### src/rtl/nor_logic_unit_bist_if.sv
// Operand/result valid-ready bundle for the NOR logic unit.
// master drives operands and consumes results; slave is the unit.
interface nor_logic_unit_bist_if #(
    parameter int WIDTH = 4
);
    logic             in_valid;
    logic             in_ready;
    logic [WIDTH-1:0] a;
    logic [WIDTH-1:0] b;
    logic [2:0]       op;
    logic             out_valid;
    logic             out_ready;
    logic [WIDTH-1:0] y;

    modport master (
        output in_valid, a, b, op, out_ready,
        input  in_ready, out_valid, y
    );

    modport slave (
        input  in_valid, a, b, op, out_ready,
        output in_ready, out_valid, y
    );
endinterface

### src/rtl/nor_logic_unit_bist.sv
// NOR-only bitwise logic unit with a registered valid/ready output
// stage and an exhaustive self-test sequencer.
module nor_logic_unit_bist #(
    parameter int WIDTH = 4
) (
    input  logic                 clk,
    input  logic                 rst_n,
    nor_logic_unit_bist_if.slave bus,
    input  logic                 bist_start,
    input  logic                 bist_inject,
    output logic                 bist_busy,
    output logic                 bist_done,
    output logic                 bist_pass,
    output logic [7:0]           bist_err_count
);
    localparam int CW = 3 + 2 * WIDTH;

    typedef enum logic [1:0] {
        IDLE,
        RUN,
        DRAIN,
        DONE
    } state_t;

    state_t state, state_nxt;

    logic [CW-1:0]    cnt;
    logic             cmp_fail;
    logic [2:0]       dp_op;
    logic [WIDTH-1:0] dp_a;
    logic [WIDTH-1:0] dp_b;
    logic [WIDTH-1:0] dp_raw;
    logic [WIDTH-1:0] dp_res;
    logic [WIDTH-1:0] ref_res;
    logic             run;
    logic             drain;
    logic             start_ok;
    logic             xfer;
    logic             err_inc;
    logic [7:0]       err_nxt;

    // The only primitive: a bitwise 2-input NOR, written without
    // logic operators so every op below is a pure NOR network.
    function automatic logic [WIDTH-1:0] nor2(
        input logic [WIDTH-1:0] x,
        input logic [WIDTH-1:0] z
    );
        logic [WIDTH-1:0] r;
        for (int i = 0; i < WIDTH; i++) begin
            r[i] = (x[i] || z[i]) ? 1'b0 : 1'b1;
        end
        return r;
    endfunction

    function automatic logic [WIDTH-1:0] nor_eval(
        input logic [2:0]       f,
        input logic [WIDTH-1:0] x,
        input logic [WIDTH-1:0] z
    );
        logic [WIDTH-1:0] nx, nz, n1, n2, n3;
        logic [WIDTH-1:0] orv, andv, nandv;
        logic [WIDTH-1:0] xnorv, xorv, pass;
        logic [WIDTH-1:0] r;
        nx    = nor2(x, x);
        nz    = nor2(z, z);
        n1    = nor2(x, z);
        orv   = nor2(n1, n1);
        andv  = nor2(nx, nz);
        nandv = nor2(andv, andv);
        n2    = nor2(x, n1);
        n3    = nor2(z, n1);
        xnorv = nor2(n2, n3);
        xorv  = nor2(xnorv, xnorv);
        pass  = nor2(nx, nx);
        r     = '0;
        unique case (1'b1)
            f == 3'd0: r = andv;
            f == 3'd1: r = orv;
            f == 3'd2: r = nx;
            f == 3'd3: r = xorv;
            f == 3'd4: r = xnorv;
            f == 3'd5: r = n1;
            f == 3'd6: r = nandv;
            f == 3'd7: r = pass;
            default:   r = '0;
        endcase
        return r;
    endfunction

    // Plain operator reference the self-test compares against.
    function automatic logic [WIDTH-1:0] ref_eval(
        input logic [2:0]       f,
        input logic [WIDTH-1:0] x,
        input logic [WIDTH-1:0] z
    );
        logic [WIDTH-1:0] r;
        case (f)
            3'd0:    r = x & z;
            3'd1:    r = x | z;
            3'd2:    r = ~x;
            3'd3:    r = x ^ z;
            3'd4:    r = ~(x ^ z);
            3'd5:    r = ~(x | z);
            3'd6:    r = ~(x & z);
            default: r = x;
        endcase
        return r;
    endfunction

    assign run   = (state == RUN);
    assign drain = (state == DRAIN);

    assign start_ok = (state == IDLE) && bist_start && !bus.out_valid;
    assign bus.in_ready = (state == IDLE) && !bist_start &&
                          (!bus.out_valid || bus.out_ready);
    assign xfer = bus.in_valid && bus.in_ready;

    assign bist_busy = run || drain;
    assign bist_done = (state == DONE);

    // Datapath input mux: self-test vector in RUN, operands otherwise.
    always_comb begin
        dp_op = bus.op;
        dp_a  = bus.a;
        dp_b  = bus.b;
        if (run) begin
            dp_op = cnt[CW-1 -: 3];
            dp_a  = cnt[2*WIDTH-1 -: WIDTH];
            dp_b  = cnt[WIDTH-1:0];
        end
    end

    // NOR datapath, reference and optional bit-0 fault during RUN.
    always_comb begin
        dp_raw  = nor_eval(dp_op, dp_a, dp_b);
        ref_res = ref_eval(dp_op, dp_a, dp_b);
        dp_res  = dp_raw;
        if (run && bist_inject) begin
            dp_res[0] = dp_raw[0] ? 1'b0 : 1'b1;
        end
    end

    // Saturating error count including the compare being retired.
    always_comb begin
        err_inc = (run || drain) && cmp_fail &&
                  (bist_err_count != 8'hFF);
        err_nxt = bist_err_count + (err_inc ? 8'd1 : 8'd0);
    end

    // BIST state register.
    always_ff @(posedge clk or negedge rst_n) begin
        if (!rst_n) state <= IDLE;
        else        state <= state_nxt;
    end

    // BIST next-state logic.
    always_comb begin
        state_nxt = state;
        case (state)
            IDLE:  if (start_ok) state_nxt = RUN;
            RUN:   if (&cnt)     state_nxt = DRAIN;
            DRAIN: state_nxt = DONE;
            DONE:  state_nxt = IDLE;
            default: state_nxt = IDLE;
        endcase
    end

    // Exhaustive vector counter over {op,a,b}.
    always_ff @(posedge clk or negedge rst_n) begin
        if (!rst_n)        cnt <= '0;
        else if (start_ok) cnt <= '0;
        else if (run)      cnt <= cnt + 1'b1;
    end

    // Registered compare, error accumulation and pass verdict.
    always_ff @(posedge clk or negedge rst_n) begin
        if (!rst_n) begin
            cmp_fail       <= 1'b0;
            bist_err_count <= 8'd0;
            bist_pass      <= 1'b0;
        end else if (start_ok) begin
            cmp_fail       <= 1'b0;
            bist_err_count <= 8'd0;
            bist_pass      <= 1'b0;
        end else begin
            cmp_fail       <= run && (dp_res != ref_res);
            bist_err_count <= err_nxt;
            if (drain) bist_pass <= (err_nxt == 8'd0);
        end
    end

    // One-deep output register with same-cycle replace.
    always_ff @(posedge clk or negedge rst_n) begin
        if (!rst_n) begin
            bus.y         <= '0;
            bus.out_valid <= 1'b0;
        end else if (xfer) begin
            bus.y         <= dp_res;
            bus.out_valid <= 1'b1;
        end else if (bus.out_ready) begin
            bus.out_valid <= 1'b0;
        end
    end
endmodule

### src/flat_wrapper.sv
// flat-port wrapper written by rule: the top's interface ports become plain ports
module nor_logic_unit_bist_flat 
#(
    parameter int WIDTH = 4
)
  (clk, rst_n, bist_start, bist_inject, bist_busy, bist_done, bist_pass, bist_err_count, bus_in_valid, bus_a, bus_b, bus_op, bus_out_ready, bus_in_ready, bus_out_valid, bus_y);
  nor_logic_unit_bist_if #(.WIDTH(WIDTH)) bus_i ();
  input  logic clk;
  input  logic rst_n;
  input  logic bist_start;
  input  logic bist_inject;
  output logic bist_busy;
  output logic bist_done;
  output logic bist_pass;
  output logic [7:0] bist_err_count;
  input wire logic [$bits(bus_i.in_valid)-1:0] bus_in_valid;
  input wire logic [$bits(bus_i.a)-1:0] bus_a;
  input wire logic [$bits(bus_i.b)-1:0] bus_b;
  input wire logic [$bits(bus_i.op)-1:0] bus_op;
  input wire logic [$bits(bus_i.out_ready)-1:0] bus_out_ready;
  output wire logic [$bits(bus_i.in_ready)-1:0] bus_in_ready;
  output wire logic [$bits(bus_i.out_valid)-1:0] bus_out_valid;
  output wire logic [$bits(bus_i.y)-1:0] bus_y;
  assign bus_i.in_valid = bus_in_valid;
  assign bus_i.a = bus_a;
  assign bus_i.b = bus_b;
  assign bus_i.op = bus_op;
  assign bus_i.out_ready = bus_out_ready;
  assign bus_in_ready = bus_i.in_ready;
  assign bus_out_valid = bus_i.out_valid;
  assign bus_y = bus_i.y;
  nor_logic_unit_bist #(.WIDTH(WIDTH)) u_core (.clk(clk), .rst_n(rst_n), .bus(bus_i), .bist_start(bist_start), .bist_inject(bist_inject), .bist_busy(bist_busy), .bist_done(bist_done), .bist_pass(bist_pass), .bist_err_count(bist_err_count));
endmodule
### config.mk
export PLATFORM = sky130hd
export DESIGN_NAME = nor_logic_unit_bist_flat
export DESIGN_NICKNAME = d
export VERILOG_FILES = /design/src/rtl/nor_logic_unit_bist_if.sv /design/src/rtl/nor_logic_unit_bist.sv /design/src/flat_wrapper.sv
export SDC_FILE = /design/constraint.sdc
export NUM_CORES = 1
export LEC_CHECK = 0
export ABC_AREA = 1
export BUFFER_PORTS_ARGS = -buffer_cell sky130_fd_sc_hd__buf_2
export CAP_MARGIN = 25
export CORE_ASPECT_RATIO = 0.6
export CORE_MARGIN = 1
export CORE_UTILIZATION = 51
export DETAILED_ROUTE_END_ITERATION = 8
export GPL_TIMING_DRIVEN = 0
export PLACE_DENSITY = 0.76
export REMOVE_ABC_BUFFERS = 1
export SYNTH_ARGS = -nofsm -noshare
export SYNTH_HDL_FRONTEND = slang
export SYNTH_SLANG_ARGS = --single-unit
### constraint.sdc
create_clock -name clk -period 2.32 [get_ports clk]
set_clock_uncertainty 0.1 [all_clocks]
set_input_delay 0.116 -clock clk [delete_from_list [all_inputs] [get_ports clk]]
set_output_delay 0.116 -clock clk [all_outputs]
set_load 0.1 [all_outputs]
=== After elaboration in Yosys (flattened, before gate mapping) ===
Index checks and enable logic that the tools add are counted.

* Input bits: 17
* Logic and storage cells: 134
* Output and inout port bits: 17
* Register bits after elaboration: 28

* $add $sub $neg: 2
* Equal/unequal tests: 14
* Bitwise gates (word level): 7
* Reductions and logical operators: 41
* Mux-type cells: 63

{| class="wikitable"
|+ Operator list
! cell !! number
|-
| $mux 1 || 52
|-
| $pmux 4 s8 || 1
|-
| $pmux 4 s7 || 1
|-
| $logic_or 1x1->1 || 22
|-
| $mux 11 || 2
|-
| $not 4->4 || 4
|-
| $eq 3x3->1 const B || 4
|-
| $add 11x1->11 const B || 1
|-
| $reduce_and 11->1 || 1
|-
| $logic_and 1x1->1 || 9
|-
| $add 8x8->8 || 1
|-
| $logic_not 8->1 || 1
|-
| $mux 4 || 2
|-
| $mux 8 || 1
|-
| $ne 8x8->1 const B || 1
|-
| $pmux 2 s4 || 1
|-
| $eq 3x2->1 const B || 2
|-
| $reduce_bool 2->1 || 3
|-
| $and 4x4->4 || 1
|-
| $eq 2x2->1 const B || 2
|-
| $mux 2 || 2
|-
| $ne 4x4->1 || 1
|-
| $or 4x4->4 || 1
|-
| $xor 4x4->4 || 1
|-
| other kinds (9) || 10
|}

=== Depth between registers and ports, before layout ===
Gate-level depths: netlist (run 1).

* Depth after elaboration: 14
* Gate-level depth with buffers: 17
* Depth with buffers taken out: 15

=== Worst setup path after synthesis (run 1) ===
No wires, ideal clock.

* Kind: register -> register
* Start point: reg u_core.bus.out_valid
* End point: reg u_core.bus.y[3]
* Buffers on the path: 0
* Clock period less this slack: 3.202 ns
* Data required time: 2.093 ns
* Library setup time: 0.127 ns
* Data arrival time: 2.975 ns
* Path slack: -0.882 ns
* Stages on the path, launching flop included: 7
* Path through: dfrtp_1 inv_1 o21ai_1 nor2_1 nand2_1 a211oi_1 a21boi_1

* Word-level cells in the longest chain between the ends: 4

{| class="wikitable"
|+ Ends and longest elaborated chain
! item !! line !! source
|-
| start: declaration || nor_logic_unit_bist_if.sv:22 || <nowiki>output in_ready, out_valid, y</nowiki>
|-
| start signal: assignment || nor_logic_unit_bist.sv:196 || <nowiki>bus.out_valid <= 1'b0;</nowiki>
|-
| start signal: assignment || nor_logic_unit_bist.sv:199 || <nowiki>bus.out_valid <= 1'b1;</nowiki>
|-
| start signal: assignment || nor_logic_unit_bist.sv:201 || <nowiki>bus.out_valid <= 1'b0;</nowiki>
|-
| $logic_not 1->1 || nor_logic_unit_bist.sv:115 || <nowiki>(!bus.out_valid || bus.out_ready);</nowiki>
|-
| $logic_or 1x1->1 || nor_logic_unit_bist.sv:115 ||
|-
| $logic_and 1x1->1 || nor_logic_unit_bist.sv:114 || <nowiki>assign bus.in_ready = (state == IDLE) && !bist_start &&</nowiki>
|-
| net bus_in_ready || flat_wrapper.sv:21 || <nowiki>output wire logic [$bits(bus_i.in_ready)-1:0] bus_in_ready;</nowiki>
|-
| $logic_and 1x1->1 || nor_logic_unit_bist.sv:116 || <nowiki>assign xfer = bus.in_valid && bus.in_ready;</nowiki>
|-
| end signal: assignment || nor_logic_unit_bist.sv:198 || <nowiki>bus.y <= dp_res;</nowiki>
|-
| end: declaration || nor_logic_unit_bist_if.sv:22 ||
|}

The timed path passes the listed nets, and every way through them passes these cells.
A chain may end at the register's enable or synchronous reset.

=== Final worst setup path (run 1) ===
* Start point: reg u_core.state[1]
* End point: reg u_core.bist_pass

* Word-level cells in the longest chain between the ends: 9
* Elaborated cells on any way between the ends: 14
* Those cells by class: add/sub: 1; eq/ne: 2; mux: 3; reduce/logical: 8

{| class="wikitable"
|+ Ends and longest elaborated chain
! item !! line !! source
|-
| start: declaration || nor_logic_unit_bist.sv:25 || <nowiki>state_t state, state_nxt;</nowiki>
|-
| start signal: assignment || nor_logic_unit_bist.sv:153 || <nowiki>else state <= state_nxt;</nowiki>
|-
| $eq 2x1->1 or $eq 2x2->1 (tied branches) || nor_logic_unit_bist.sv:110, nor_logic_unit_bist.sv:111 ||
|-
| $logic_or 1x1->1 || nor_logic_unit_bist.sv:145 || <nowiki>err_inc = (run || drain) && cmp_fail &&</nowiki>
|-
| $logic_and 1x1->1 (2 in series) || nor_logic_unit_bist.sv:145 ||
|-
| $mux 1 || nor_logic_unit_bist.sv:147 || <nowiki>err_nxt = bist_err_count + (err_inc ? 8'd1 : 8'd0);</nowiki>
|-
| $add 8x8->8 || nor_logic_unit_bist.sv:147 ||
|-
| $logic_not 8->1 || nor_logic_unit_bist.sv:188 || <nowiki>if (drain) bist_pass <= (err_nxt == 8'd0);</nowiki>
|-
| $mux 1 || nor_logic_unit_bist.sv:188 ||
|-
| $mux 1 || nor_logic_unit_bist.sv:181 || <nowiki>end else if (start_ok) begin</nowiki>
|-
| end signal: assignment || nor_logic_unit_bist.sv:188 ||
|-
| end: declaration || nor_logic_unit_bist.sv:13 || <nowiki>output logic bist_pass,</nowiki>
|}

Parallel ways exist; a longest one is shown, timed or not. The select of a mux whose other input is x is not followed.

==> results of run 1 <==
==> registers in the layout, indices dropped and copies added, names as in the netlist <==
register,count
u_core.cmp_fail,1
u_core.bus.y,4
u_core.bist_err_count,8
u_core.state,2
u_core.bist_pass,1
u_core.cnt,11
u_core.bus.out_valid,1
==> worst min-delay path by stage <==
stage / slack, ns / depth (start not counted) / end / from
4_1_cts: 0.002 / 3 / u_core.cmp_fail / bist_inject
3_5_place_dp: 0.08 / 1 / u_core.state[1] / rst_n
6_report: 0.002 / 3 / u_core.cmp_fail / bist_inject
2_1_floorplan: -0.28 / 0 / u_core.bist_err_count[0] / rst_n
3_3_place_gp: 0.08 / 1 / u_core.state[0] / rst_n
5_1_grt: 0.03 / 3 / u_core.cmp_fail / bist_inject
==> through the flow <==
step | util [%] | setup slack [ns] | area, µm²
after floorplan | - | -0.8820 | 2111
after global placement | 60.97 | -0.6753 | 2347
after detailed placement | 61.36 | -0.3217 | 2362
after CTS | 65.65 | 0.009039 | 2527
after global routing | 70.59 | -0.06474 | 2718
final | 70.59 | 0.03159 | 2718
==> layer usage <==
layer | global-route usage, % | vias up | part of all wire [%]
li1 | - | 1037 | -
met1 | 39.17 | 971 | 52
met2 | 34.00 | 77 | 41
met3 | 4.252 | 4 | 6.9
met4 | 3.333 | 0 | 0.61
met5 | 0 | - | 0
==> synth_stat cells <==
cell type                  count
sky130_fd_sc_hd__buf_2         1
sky130_fd_sc_hd__nand2_2       6
sky130_fd_sc_hd__ha_1         16
sky130_fd_sc_hd__or2_2         3
sky130_fd_sc_hd__inv_8         1
sky130_fd_sc_hd__clkbuf_1      1
sky130_fd_sc_hd__or2_1         1
sky130_fd_sc_hd__o21ai_0      11
sky130_fd_sc_hd__nor2_2        6
sky130_fd_sc_hd__buf_8         1
sky130_fd_sc_hd__nand3b_1      1
sky130_fd_sc_hd__o21ai_1       6
sky130_fd_sc_hd__a21oi_1      10
sky130_fd_sc_hd__o311a_1       1
sky130_fd_sc_hd__dfrtp_1      28
sky130_fd_sc_hd__inv_2         2
sky130_fd_sc_hd__nor3b_1       1
sky130_fd_sc_hd__inv_1        43
sky130_fd_sc_hd__nand3_1      14
sky130_fd_sc_hd__a211oi_1      1
sky130_fd_sc_hd__o21ai_4       2
sky130_fd_sc_hd__o211ai_1      1
sky130_fd_sc_hd__xor2_1        1
sky130_fd_sc_hd__a21boi_1      1
sky130_fd_sc_hd__nor2_1       30
sky130_fd_sc_hd__buf_6         1
sky130_fd_sc_hd__xnor2_1       4
sky130_fd_sc_hd__nand4_1       8
sky130_fd_sc_hd__nand2_1      64
sky130_fd_sc_hd__o21a_1        1
sky130_fd_sc_hd__nand2_8       1
sky130_fd_sc_hd__nor3_2        3
sky130_fd_sc_hd__o21ai_2       3
sky130_fd_sc_hd__nor2_4        1
sky130_fd_sc_hd__a31oi_1       1
sky130_fd_sc_hd__nand2_4       5
sky130_fd_sc_hd__nor3_1        8
==> final cells by class <==
cell class                 count  area [µm²]  share of cell area (%)
clock buffer                   3       41.29                   1.519
clock inverter                 1       30.03                   1.105
inverter                      46       180.2                   6.630
multi-input combinational    211        1328                   48.85
sequential                    28       704.4                   25.92
tap                           57       71.32                   2.624
timing repair buffer          58       362.8                   13.35
==> cell families after synthesis <==
group / count (synthesis)
simple gates: 152
compound gates: 38
flops: 28
xor+xnor: 5
buf+inv: 50
fa+ha+maj: 16
==> power groups by stage <==
stage | logic [mW] | registers [mW] | clock network [mW]
floorplan | 1.31 | 1.09 | 0
global placement | 2.09 | 0.688 | 0
detailed placement | 2.15 | 0.690 | 0
CTS | 2.27 | 0.681 | 0.391
global route | 2.73 | 0.695 | 0.412
finish | 2.54 | 0.684 | 0.389
==> tightest hold or removal path, delay by kind of cell <==
kind / cells / cell delay (ns)
buffers and inverters: 1 / 0.09
AND/OR/NAND/NOR: 2 / 0.14
==> timing repair <==
action	CTS	global route
pin swaps	0	11
hold buffers	2	0
resized for setup	7	16
setup endpoints to repair	14	7
hold endpoints to repair	29	0
buffers inserted	3	19
==> implementation parameters, run 1 <==
Parameter                              Value

Timing
  Final setup TNS ... 0 ns
  Smallest hold slack ... 0.001730 ns
  Slew Limit Fails ... 0
  Hold violation total from the final report ... 0
  Slew at the pin with the worst max-slew slack ... 0.6702 ns
  Period minus WS final ... roughly 2.3 ns
  Setup repair after global routing missed its margin ... yes
  Remaining max-slew budget at the tightest pin ... 55.18%
  Period utilization ... a little over nine tenths
  Setup Viol. Count Final ... 0
  Highest achievable clock rate ... between 0.4 and 0.5 GHz

Synthesis
  Area of the mapped netlist ... between 2000 and 2500 µm²
  Compound-gate portion of the synthesized area ... about 11%
  Cell types occupying the most area after synthesis ... sky130_fd_sc_hd__dfrtp_1, sky130_fd_sc_hd__nand2_1, sky130_fd_sc_hd__ha_1
  Adder-cell area share of the yosys netlist ... roughly a tenth
  Yosys top cell area share ... roughly a third
  Main combinational cell family by area after synthesis ... simple AND/OR/NAND/NOR gates
  Avg Inst Size Synth ... between 7 and 8 µm²
  Largest area contributor in the synthesized netlist ... sky130_fd_sc_hd__dfrtp_1
  Gate Count Post-Synth ... 289
  Simple-gate share of the synthesized area ... 34.75%
  Flip-flop and latch count after synthesis ... 28
  Sequential area share after synthesis ... 32.65%
  Number of warnings issued by yosys ... 0
  Synth Area in XOR/XNOR ... 2.041%
  Fraction of synthesized area in multiplexers ... 0%
  Post-synth cell types ... 37

Clock tree
  CTS tree ... built
  Clock Tree Root ... sky130_fd_sc_hd__clkbuf_8
  Maximum number of buffers from clock root to sink ... 2
  Clock-pin slew on the worst setup and hold paths ... 0.10 ns
  TritonCTS Sinks ... 28
  Worst skew pair latency ... 0.28 ns
  Clock buffer count from CTS ... 3
  H-tree depth ... 1

Critical path
  Path length in cells of the critical path ... 10
  CP required ... 2.43 ns
  Launch point of the critical path ... u_core.state[1]
  Internal reg-to-reg setup slack ... 0.03 ns
  Slowest cell on the critical path ... sky130_fd_sc_hd__dfrtp_1
  Launching point of the worst reg2reg path ... u_core.state[1]
  Termination of the worst setup path ... u_core.bist_pass
  Bufs and invs on worst path ... 1
  Top cell by count, worst path ... sky130_fd_sc_hd__ha_4
  Crit path arrival time ... 2.40 ns
  Family with the most delay on the worst path ... adder cells
  Worst-path fanout max ... 3
  Peak per-stage delay on the critical path ... 0.41 ns
  Endpoint of the lowest-slack register-to-register path ... u_core.bist_pass
  Worst setup path category ... register to register
  Critical path capture point type ... register
  Startpoint class of the critical path ... register
  Critical-path cell list ... inv_2, ha_4, o311a_4, ha_4, ha_4, xnor2_2, nand4_1, nor3_2, nand4_1, a21oi_1
  Cell count of the worst reg-to-reg path ... 10

GRT
  Overflow after GRT ... 0
  Pin count of the biggest net entering global routing ... 29
  Vias in the first global route ... 1,753
  Antenna violations before repair ... 0
  Total track usage ... 24.33%
  Wire length of the first global-routing pass ... about 8300 µm

Pwr
  Static Leak ... 1.430 nW
  P_sw ... 1.985 mW
  Share of total power consumed by net switching ... 54.96%
  Internal power consumption ... approximately 1.6 mW
  Sequential share of power ... 19.0%
  Worst ir drop on vdd ... 0.001112 V
  Clock Power Share ... between 10% and 20%
  Fraction of power consumed by combinational cells ... between 70 and 80%
  Total power draw ... 3.611 mW
  Power Density ... between 1000 and 1500 nW/µm²

Floorplan
  Starting density of the core ... 55.74%
  Placeable core region ... 3850 µm²
  DIE WIDTH ... 85.74 µm
  Number of placement rows ... 17
  Vertical die dimension ... 52.25 µm
  Total Die Area ... 4479 µm²
  Total I/O pin count ... 34

Status
  Status ... finished clean

Place
  Final HPWL from detailed placement ... 3894 µm
  # placed instances ... 376
  Number of buffer cells added on primary ports ... 33
  Gpl congestion ... 0.9040

Finish
  Post-layout net count ... 381
  Ratio of cells with drive above 1 in the final layout ... 31.70%
  Number of standard cells in the layout, taps in and fillers out ... 404
  Fill cell instance count of the final layout ... 307
  Most used cells in the layout excluding fill and tap cells ... sky130_fd_sc_hd__nand2_1, sky130_fd_sc_hd__inv_1, sky130_fd_sc_hd__buf_2
  Synth-to-Final Area Change ... 26.65%
  Antenna fix cells ... 0
  Most common cell after layout, fill and taps aside ... sky130_fd_sc_hd__nand2_1

Routing
  Detailed-route DRC error count ... 0
  Total via count in the routed design ... between 2,000 and 2,500
  Wire length reported by the detailed router ... roughly 5600 µm
  Violation count after the first detailed-routing iteration ... 178
  Final antenna-violating net count ... 0
  Final routed wire length divided by cell count ... about 14 µm
  First-pass iteration count of the detailed router ... 5
  Vias per cell ... 5.171

Run
  Number of max-cap violations ... 0

Min path
  Classification of the worst-slack hold path ... input pin to register
Note: power is estimated with default switching activity, not from simulation.
==> run 2: changes to the inputs <==
CORE_UTILIZATION = 53   (was 51)
CTS_BUF_LIST = sky130_fd_sc_hd__clkbuf_8   (was not set)
PLACE_DENSITY = 0.78   (was 0.76)
==> run 2 against run 1 <==
  * The run now ends with design-rule violations, negative setup slack left
  * Die area decreased by 3.7%
  * Sequential power increased by 2%
  * Fmax decreased by 1.7%
  * Register-to-register slack got worse by 0.04 ns
  * Global-route usage increased by 1.7 points
  * Core utilization increased by 4.0 points
  * Flip-flop and latch count unchanged
  * Final area increased by 3.3%
  * Sequential share of layout area decreased by 0.79 points
  * Final cell count decreased by 3.5%
  * First-iteration DRC count increased by 9.6%
  * Largest power group unchanged
==> implementation parameters, run 2 (synthesized netlist as in run 1, its figures left out) <==
Parameter                              Value

Floorplan
  Number of placement rows ... 17 (unchanged)
  Vertical die dimension ... 51.29 µm (was 52.25 µm)
  DIE WIDTH ... 84.15 µm (was 85.74 µm)
  Total Die Area ... 4315 µm² (was 4479 µm²)
  Starting density of the core ... 57.00% (was 55.74%)
  Placeable core region ... 3765 µm² (was 3850 µm²)
  Total I/O pin count ... 34 (unchanged)

Routing
  Detailed-route DRC error count ... 4 (was 0)
  Final routed wire length divided by cell count ... 14.93 µm (was 13.76 µm)
  Final antenna-violating net count ... 0 (unchanged)
  Violation count after the first detailed-routing iteration ... 195 (was 178)
  Wire length reported by the detailed router ... 5823 µm (was 5559 µm)
  Vias per cell ... 5.479 (was 5.171)
  Total via count in the routed design ... 2,137 (was 2,089)
  First-pass iteration count of the detailed router ... 8 (was 5)

Pwr
  Power Density ... 1363 nW/µm² (was 1329 nW/µm²)
  Total power draw ... 3.828 mW (was 3.611 mW)
  Static Leak ... 1.417 nW (was 1.430 nW)
  Worst ir drop on vdd ... 0.001325 V (was 0.001112 V)

Critical path
  Crit path arrival time ... 2.41 ns (was 2.40 ns)
  CP required ... 2.40 ns (was 2.43 ns)
  Cell count of the worst reg-to-reg path ... 14 (was 10)
  Launch point of the critical path ... u_core.state[0] (was u_core.state[1])
  Launching point of the worst reg2reg path ... u_core.state[0] (was u_core.state[1])
  Internal reg-to-reg setup slack ... -0.008 ns (was 0.03 ns)
  Worst setup path category ... register to register (unchanged)
  Startpoint class of the critical path ... register (unchanged)
  Endpoint of the lowest-slack register-to-register path ... u_core.bus.y[2] (was u_core.bist_pass)
  Critical path capture point type ... register (unchanged)
  Worst-path fanout max ... 8 (was 3)
  Termination of the worst setup path ... u_core.bus.y[2] (was u_core.bist_pass)

GRT
  Antenna violations before repair ... 0 (unchanged)
  Vias in the first global route ... 1,816 (was 1,753)
  Overflow after GRT ... 0 (unchanged)
  Pin count of the biggest net entering global routing ... 29 (unchanged)
  Wire length of the first global-routing pass ... 8700 µm (was 8328 µm)
  Total track usage ... 26.05% (was 24.33%)
  M1 GR Usage ... 40.08% (was 39.17%)
  Global routing met3 resource utilization ... 5.331% (was 4.252%)
  Busiest layer in global routing ... met1 (unchanged)
  GR Layer Usage met2 ... 37.98% (was 34.00%)

Clock tree
  Maximum number of buffers from clock root to sink ... 2 (unchanged)
  Worst skew pair latency ... 0.28 ns (about the same)
  Clock-pin slew on the worst setup and hold paths ... 0.10 ns (about the same)
  H-tree depth ... 1 (unchanged)
  Clock Tree Root ... sky130_fd_sc_hd__clkbuf_8 (unchanged)
  TritonCTS Sinks ... 28 (unchanged)
  Clock buffer count from CTS ... 3 (unchanged)
  CTS tree ... built (unchanged)

Timing
  Slew Limit Fails ... 0 (unchanged)
  Setup Viol. Count Final ... 1 (was 0)
  Slew at the pin with the worst max-slew slack ... 0.6502 ns (was 0.6702 ns)
  Setup repair after global routing missed its margin ... yes (unchanged)
  Period minus WS final ... 2.328 ns (was 2.288 ns)
  Highest achievable clock rate ... 0.4296 GHz (was 0.4370 GHz)
  Period utilization ... 100.3% (was 98.64%)
  PnR worst setup slack ... -0.007581 ns (was 0.03159 ns)
  Hold violation total from the final report ... 0 (unchanged)
  Final setup TNS ... -0.007581 ns (was 0 ns)
  Remaining max-slew budget at the tightest pin ... 56.65% (was 55.18%)

Place
  Gpl congestion ... 0.9482 (was 0.9040)
  Final HPWL from detailed placement ... 3944 µm (was 3894 µm)
  Number of buffer cells added on primary ports ... 33 (unchanged)
  Cell area reported after detailed placement ... 2362 µm² (unchanged)
  # placed instances ... 366 (was 376)

Finish
  Fill cell instance count of the final layout ... 271 (was 307)
  Antenna fix cells ... 0 (unchanged)
  Register containing the most flip-flops in the final layout ... u_core.cnt (unchanged)
  Share of the core filled with cells ... 74.58% (was 70.59%)
  Most used cells in the layout excluding fill and tap cells ... sky130_fd_sc_hd__nand2_1, sky130_fd_sc_hd__inv_1, sky130_fd_sc_hd__buf_2 (unchanged)
  Number of standard cells in the layout, taps in and fillers out ... 390 (was 404)
  Cell area after layout ... 2808 µm² (was 2718 µm²)
  Ratio of cells with drive above 1 in the final layout ... 34.40% (was 31.70%)
  Most common cell after layout, fill and taps aside ... sky130_fd_sc_hd__nand2_1 (unchanged)
  Post-layout net count ... 377 (was 381)
  Synth-to-Final Area Change ... 30.85% (was 26.65%)
  Largest registers ... u_core.cnt: 11 flops, u_core.bist_err_count: 8 flops, u_core.bus.y: 4 flops (unchanged)
  Flip-flop count of the largest register after layout ... 11 (unchanged)

Status
  Status ... finished with violations (was finished clean)
  Violations in the final reports ... design-rule violations, negative setup slack

Min path
  Number of cells on the worst hold path ... 3 (unchanged)
  Classification of the worst-slack hold path ... input pin to register (unchanged)

Run
  Number of max-cap violations ... 0 (unchanged)
## run 2: cell types whose count changed in the layout (fill, tap and decap cells not counted), sizes merged
cell,delta
buf,-3
clkbuf,-1
## run 2: what timing repair did
item | 4_1_cts | 5_1_grt
hold buffers | 2 | 0
buffers inserted | 2 | 16
endpoints found under the hold margin | 29 | 0
endpoints found under the setup margin | 14 | 9
pin swaps | 1 | 21
gates resized for setup | 7 | 44
## run 2: worst max-delay path, stage by stage, from the launching register on
cell,delay (ns)
sky130_fd_sc_hd__dfrtp_1,0.44
sky130_fd_sc_hd__buf_12,0.15
sky130_fd_sc_hd__ha_4,0.19
sky130_fd_sc_hd__buf_16,0.16
sky130_fd_sc_hd__buf_6,0.13
sky130_fd_sc_hd__buf_4,0.13
sky130_fd_sc_hd__nand2_2,0.07
sky130_fd_sc_hd__o21ai_4,0.07
sky130_fd_sc_hd__ha_1,0.28
sky130_fd_sc_hd__nand2_1,0.08
sky130_fd_sc_hd__nand2_1,0.05
sky130_fd_sc_hd__nor2_1,0.14
sky130_fd_sc_hd__nand2_1,0.11
sky130_fd_sc_hd__nand2_1,0.08
sky130_fd_sc_hd__nand2_1,0.05
## run 2: metal layers
| metal | vias up | share of wire (%) |
|---|---|---|
| met4 | 0 | 0.72 |
| met3 | 11 | 8.8 |
| met2 | 98 | 43 |
| li1 | 1030 | - |
| met5 | - | 0 |
| met1 | 998 | 48 |
## run 2: cell type report
cell class	count	area [µm²]	share of cell area, %
multi-input combinational	211	1419	50.53
sequential	28	705.7	25.13
timing repair buffer	54	367.9	13.10
inverter	46	185.2	6.595
tap	47	58.81	2.094
clock buffer	3	41.29	1.471
clock inverter	1	30.03	1.070
## run 2: worst min path at each step
stage | from | endpoint | slack [ns]
2_1_floorplan | rst_n | u_core.bist_err_count[0] | -0.28
3_3_place_gp | rst_n | u_core.bist_err_count[7] | 0.06
3_5_place_dp | rst_n | u_core.bist_err_count[7] | 0.07
4_1_cts | bist_inject | u_core.cmp_fail | 0.04
5_1_grt | bist_inject | u_core.cmp_fail | 0.05
6_report | bist_inject | u_core.cmp_fail | 0.04
## run 2: through the flow
step                      worst slack (ns)  hold WS, ns
after detailed placement           -0.3446      0.06696
after floorplan                    -0.8820      -0.2796
final                            -0.007581      0.04045
after CTS                         -0.04309      0.04285
after global routing              -0.08492      0.04973
after global placement             -0.6563      0.06500
## run 2: power breakdown
part	internal [mW]	leakage [nW]	switching (mW)
combinational	0.914	1.01	1.83
clock	0.231	0.0357	0.162
sequential	0.595	0.369	0.100
total	1.74	1.42	2.09
==> run 3: changes to the inputs <==
ABC_AREA = not set   (was 1)
CORE_MARGIN = 2   (was 1)
PLACE_DENSITY = 0.79   (was 0.78)
==> run 3 against run 2 <==
  * The flow finishes with violations (negative setup slack)
  * Final cell count fell by 17%
  * Wire length fell by 1.8%
  * Non-clock buffer count rose by 4
  * Register-to-register slack got worse by 0.25 ns
  * Global-route usage is 2.1 points lower
  * Final area is 6.0% lower
  * Via count is 8.9% lower
  * First-iteration DRC count rose by 11%
  * Flip-flop and latch count unchanged
  * Core utilization fell by 2.4 points
  * Synthesized area is 6.5% lower
  * Combinational power is 11% lower
  * Critical endpoint is now u_core.bus.y[0]
  * Largest cell class unchanged
==> implementation parameters, run 3 <==
Parameter                              Value

Status
  Status ... finished with violations (unchanged)
  Violations in the final reports ... negative setup slack (was design-rule violations, negative setup slack)

Place
  Number of buffer cells added on primary ports ... 33 (unchanged)
  Gpl congestion ... 0.8069 (was 0.9482)
  Cell area reported after detailed placement ... 2188 µm² (was 2362 µm²)
  Pre-CTS setup slack ... -1.134 ns (was -0.3446 ns)
  Final HPWL from detailed placement ... 3305 µm (was 3944 µm)
  # placed instances ... 296 (was 366)

Finish
  Antenna fix cells ... 0 (unchanged)
  Number of standard cells in the layout, taps in and fillers out ... 324 (was 390)
  Cell area after layout ... 2640 µm² (was 2808 µm²)
  Ratio of cells with drive above 1 in the final layout ... 36.82% (was 34.40%)
  Synth-to-Final Area Change ... 31.55% (was 30.85%)
  Fill cell instance count of the final layout ... 271 (unchanged)
  Register containing the most flip-flops in the final layout ... u_core.cnt (unchanged)
  Post-layout net count ... 311 (was 377)
  Most used cells in the layout excluding fill and tap cells ... sky130_fd_sc_hd__buf_2, sky130_fd_sc_hd__dfrtp_1, sky130_fd_sc_hd__nand2_1 (was sky130_fd_sc_hd__nand2_1, sky130_fd_sc_hd__inv_1, sky130_fd_sc_hd__buf_2)
  Most common cell after layout, fill and taps aside ... sky130_fd_sc_hd__buf_2 (was sky130_fd_sc_hd__nand2_1)
  Flip-flop count of the largest register after layout ... 11 (unchanged)
  Largest registers ... u_core.cnt: 11 flops, u_core.bist_err_count: 8 flops, u_core.bus.y: 4 flops (unchanged)

Critical path
  CP required ... 2.40 ns (about the same)
  Critical path capture point type ... register (unchanged)
  Crit path arrival time ... 2.65 ns (was 2.41 ns)
  Worst-path fanout max ... 7 (was 8)
  Startpoint class of the critical path ... register (unchanged)
  Worst setup path category ... register to register (unchanged)

Timing
  Setup repair after global routing missed its margin ... yes (unchanged)
  Remaining max-slew budget at the tightest pin ... 53.45% (was 56.65%)
  Period minus WS final ... 2.578 ns (was 2.328 ns)
  Hold violation total from the final report ... 0 (unchanged)
  Smallest hold slack ... 0.01276 ns (was 0.04045 ns)
  Slew at the pin with the worst max-slew slack ... 0.6957 ns (was 0.6502 ns)
  Highest achievable clock rate ... 0.3878 GHz (was 0.4296 GHz)
  Setup Viol. Count Final ... 7 (was 1)
  Slew Limit Fails ... 0 (unchanged)
  PnR worst setup slack ... -0.2584 ns (was -0.007581 ns)
  Period utilization ... 111.1% (was 100.3%)

Synthesis
  Gate Count Post-Synth ... 224 (was 289)
  Area of the mapped netlist ... 2007 µm² (was 2146 µm²)
  Post-synth cell types ... 40 (was 37)
  Synth cell count leaders ... sky130_fd_sc_hd__dfrtp_1, sky130_fd_sc_hd__nor2_1, sky130_fd_sc_hd__nand2_1 (was sky130_fd_sc_hd__nand2_1, sky130_fd_sc_hd__inv_1, sky130_fd_sc_hd__nor2_1)
  Flip-flop and latch count after synthesis ... 28 (unchanged)
  Largest area contributor in the synthesized netlist ... sky130_fd_sc_hd__dfrtp_1 (unchanged)
  Most used standard cell by instance count after synthesis ... sky130_fd_sc_hd__dfrtp_1 (was sky130_fd_sc_hd__nand2_1)
  Cell types occupying the most area after synthesis ... sky130_fd_sc_hd__dfrtp_1, sky130_fd_sc_hd__ha_1, sky130_fd_sc_hd__nor2_1 (was sky130_fd_sc_hd__dfrtp_1, sky130_fd_sc_hd__nand2_1, sky130_fd_sc_hd__ha_1)
  Number of warnings issued by yosys ... 0 (unchanged)
  Yosys top cell area share ... 34.91% (was 32.65%)
  Proportion of register bits with asynchronous set or reset after synthesis ... 100.0% (unchanged)
  Avg Inst Size Synth ... 8.959 µm² (was 7.425 µm²)
  Most used DFF post-synth ... sky130_fd_sc_hd__dfrtp_1 (unchanged)
  Number of synthesized flops with an enable pin ... 0 (unchanged)
  Sequential area share after synthesis ... 34.91% (was 32.65%)

GRT
  Antenna violations before repair ... 0 (unchanged)
  Total track usage ... 23.93% (was 26.05%)
  Overflow after GRT ... 0 (unchanged)
  Pin count of the biggest net entering global routing ... 29 (unchanged)
  Wire length of the first global-routing pass ... 8114 µm (was 8700 µm)
  Vias in the first global route ... 1,666 (was 1,816)

Routing
  Final antenna-violating net count ... 0 (unchanged)
  Wire length reported by the detailed router ... 5720 µm (was 5823 µm)
  Final routed wire length divided by cell count ... 17.65 µm (was 14.93 µm)
  Detailed-route DRC error count ... 0 (was 4)
  Vias per cell ... 6.006 (was 5.479)
  Violation count after the first detailed-routing iteration ... 216 (was 195)
  Total via count in the routed design ... 1,946 (was 2,137)
  First-pass iteration count of the detailed router ... 6 (was 8)

Pwr
  Static Leak ... 1.234 nW (was 1.417 nW)
  Sequential share of power ... 20.5% (was 18.2%)
  Share of total power consumed by net switching ... 52.75% (was 54.54%)
  Internal power consumption ... 1.641 mW (was 1.740 mW)
  Clock Power Share ... 9.2% (was 10.3%)
  Total power draw ... 3.472 mW (was 3.828 mW)
  P_sw ... 1.832 mW (was 2.088 mW)
  Worst ir drop on vdd ... 0.001437 V (was 0.001325 V)
  Fraction of power consumed by combinational cells ... 70.3% (was 71.6%)
  Power Density ... 1315 nW/µm² (was 1363 nW/µm²)

Min path
  Classification of the worst-slack hold path ... input pin to register (unchanged)

Floorplan
  Starting density of the core ... 54.86% (was 57.00%)
  Total Die Area ... 4311 µm² (was 4315 µm²)
  DIE WIDTH ... 83.44 µm (was 84.15 µm)
  Total I/O pin count ... 34 (unchanged)
  Vertical die dimension ... 51.67 µm (was 51.29 µm)
  Placeable core region ... 3659 µm² (was 3765 µm²)
  Number of placement rows ... 17 (unchanged)

Clock tree
  TritonCTS Sinks ... 28 (unchanged)
  CTS tree ... built (unchanged)
  Maximum number of buffers from clock root to sink ... 2 (unchanged)
  Clock-pin slew on the worst setup and hold paths ... 0.10 ns (about the same)
  Clock buffer count from CTS ... 3 (unchanged)
  Worst skew pair latency ... 0.29 ns (was 0.28 ns)
  H-tree depth ... 1 (unchanged)
  Clock Tree Root ... sky130_fd_sc_hd__clkbuf_8 (unchanged)

Run
  Number of max-cap violations ... 0 (unchanged)
[run 3: logic make-up after synthesis]
kind of cell               count (synthesis)  synth area share, %
and+or+nand+nor                           76                17.08
AOI/OAI and AO/OA                         49                15.71
DFF                                       28                34.91
buffers and inverters                     22                5.112
muxes                                     19                11.10
adders and majority gates                 16                9.975
xor gates and xnor gates                  14                6.110
[run 3: cell type report]
type,count,area (µm²),area share [%]
multi-input cells,174,1393,52.75
flip-flops and latches,28,704.4,26.68
repair buffers,58,377.9,14.31
well taps,47,58.81,2.227
clock buffers,4,55.05,2.085
inverters,13,51.30,1.943
[run 3: worst paths after layout]
| check | to | cells past startpoint | from | slack, ns |
|---|---|---|---|---|
| setup reg to reg | u_core.bus.y[0] | 10 | u_core.state[1] | -0.26 |
| hold / removal | u_core.bus.out_valid | 3 | bus_out_ready | 0.01 |
| min in group asynchronous | u_core.cnt[4] | 2 | rst_n | 0.28 |
| setup / recovery | u_core.bus.y[0] | 10 | u_core.state[1] | -0.26 |
| max in group asynchronous | u_core.bist_err_count[3] | 2 | rst_n | 1.38 |
| hold reg to reg | u_core.bus.y[1] | 2 | u_core.bus.y[1] | 0.39 |
[run 3: routing by layer]
| layer | share of wire [%] | vias to the layer above | wire length, µm | global-route usage, % |
|---|---|---|---|---|
| met5 | 0 | - | 0 | 0 |
| met1 | 46 | 933 | 2659 | 33.53 |
| met2 | 45 | 105 | 2569 | 39.11 |
| met3 | 7.3 | 12 | 416 | 6.349 |
| met4 | 1.3 | 0 | 75 | 2.688 |
| li1 | - | 896 | - | - |
[run 3: power groups by stage]
stage | clock network (mW) | registers [mW] | logic [mW]
floorplan | 0 | 1.09 | 1.14
global placement | 0 | 0.700 | 1.82
detailed placement | 0 | 0.705 | 1.87
CTS | 0.312 | 0.698 | 2.17
global route | 0.334 | 0.726 | 2.58
finish | 0.318 | 0.712 | 2.44
[run 3: timing repair]
item                                   in CTS  in global routing
resized for setup                          23                 27
endpoints found under the hold margin      28                  0
pin swaps                                   5                 14
buffers inserted                           11                 13
hold buffers                                1                  0
setup endpoints to repair                  14                 11
[run 3: worst max-delay path, cell delays in order, from the launching register on]
cell and delay (ns):
sky130_fd_sc_hd__dfrtp_1 0.41, sky130_fd_sc_hd__inv_2 0.08, sky130_fd_sc_hd__ha_4 0.24, sky130_fd_sc_hd__mux2_4 0.34
sky130_fd_sc_hd__inv_4 0.06, sky130_fd_sc_hd__ha_4 0.19, sky130_fd_sc_hd__a21o_1 0.16, sky130_fd_sc_hd__a222oi_1 0.42
sky130_fd_sc_hd__o32ai_2 0.17, sky130_fd_sc_hd__xnor2_1 0.20, sky130_fd_sc_hd__o21ai_1 0.08
[run 3: per-stage QoR]
| stage | TNS (ns) | utilization (%) |
|---|---|---|
| 2_1_floorplan | -12.18 | - |
| 3_3_place_gp | -5.451 | 59.51 |
| 3_5_place_dp | -6.168 | 59.82 |
| 4_1_cts | -0.5722 | 66.66 |
| 5_1_grt | -1.827 | 72.16 |
| 6_report | -0.9118 | 72.16 |
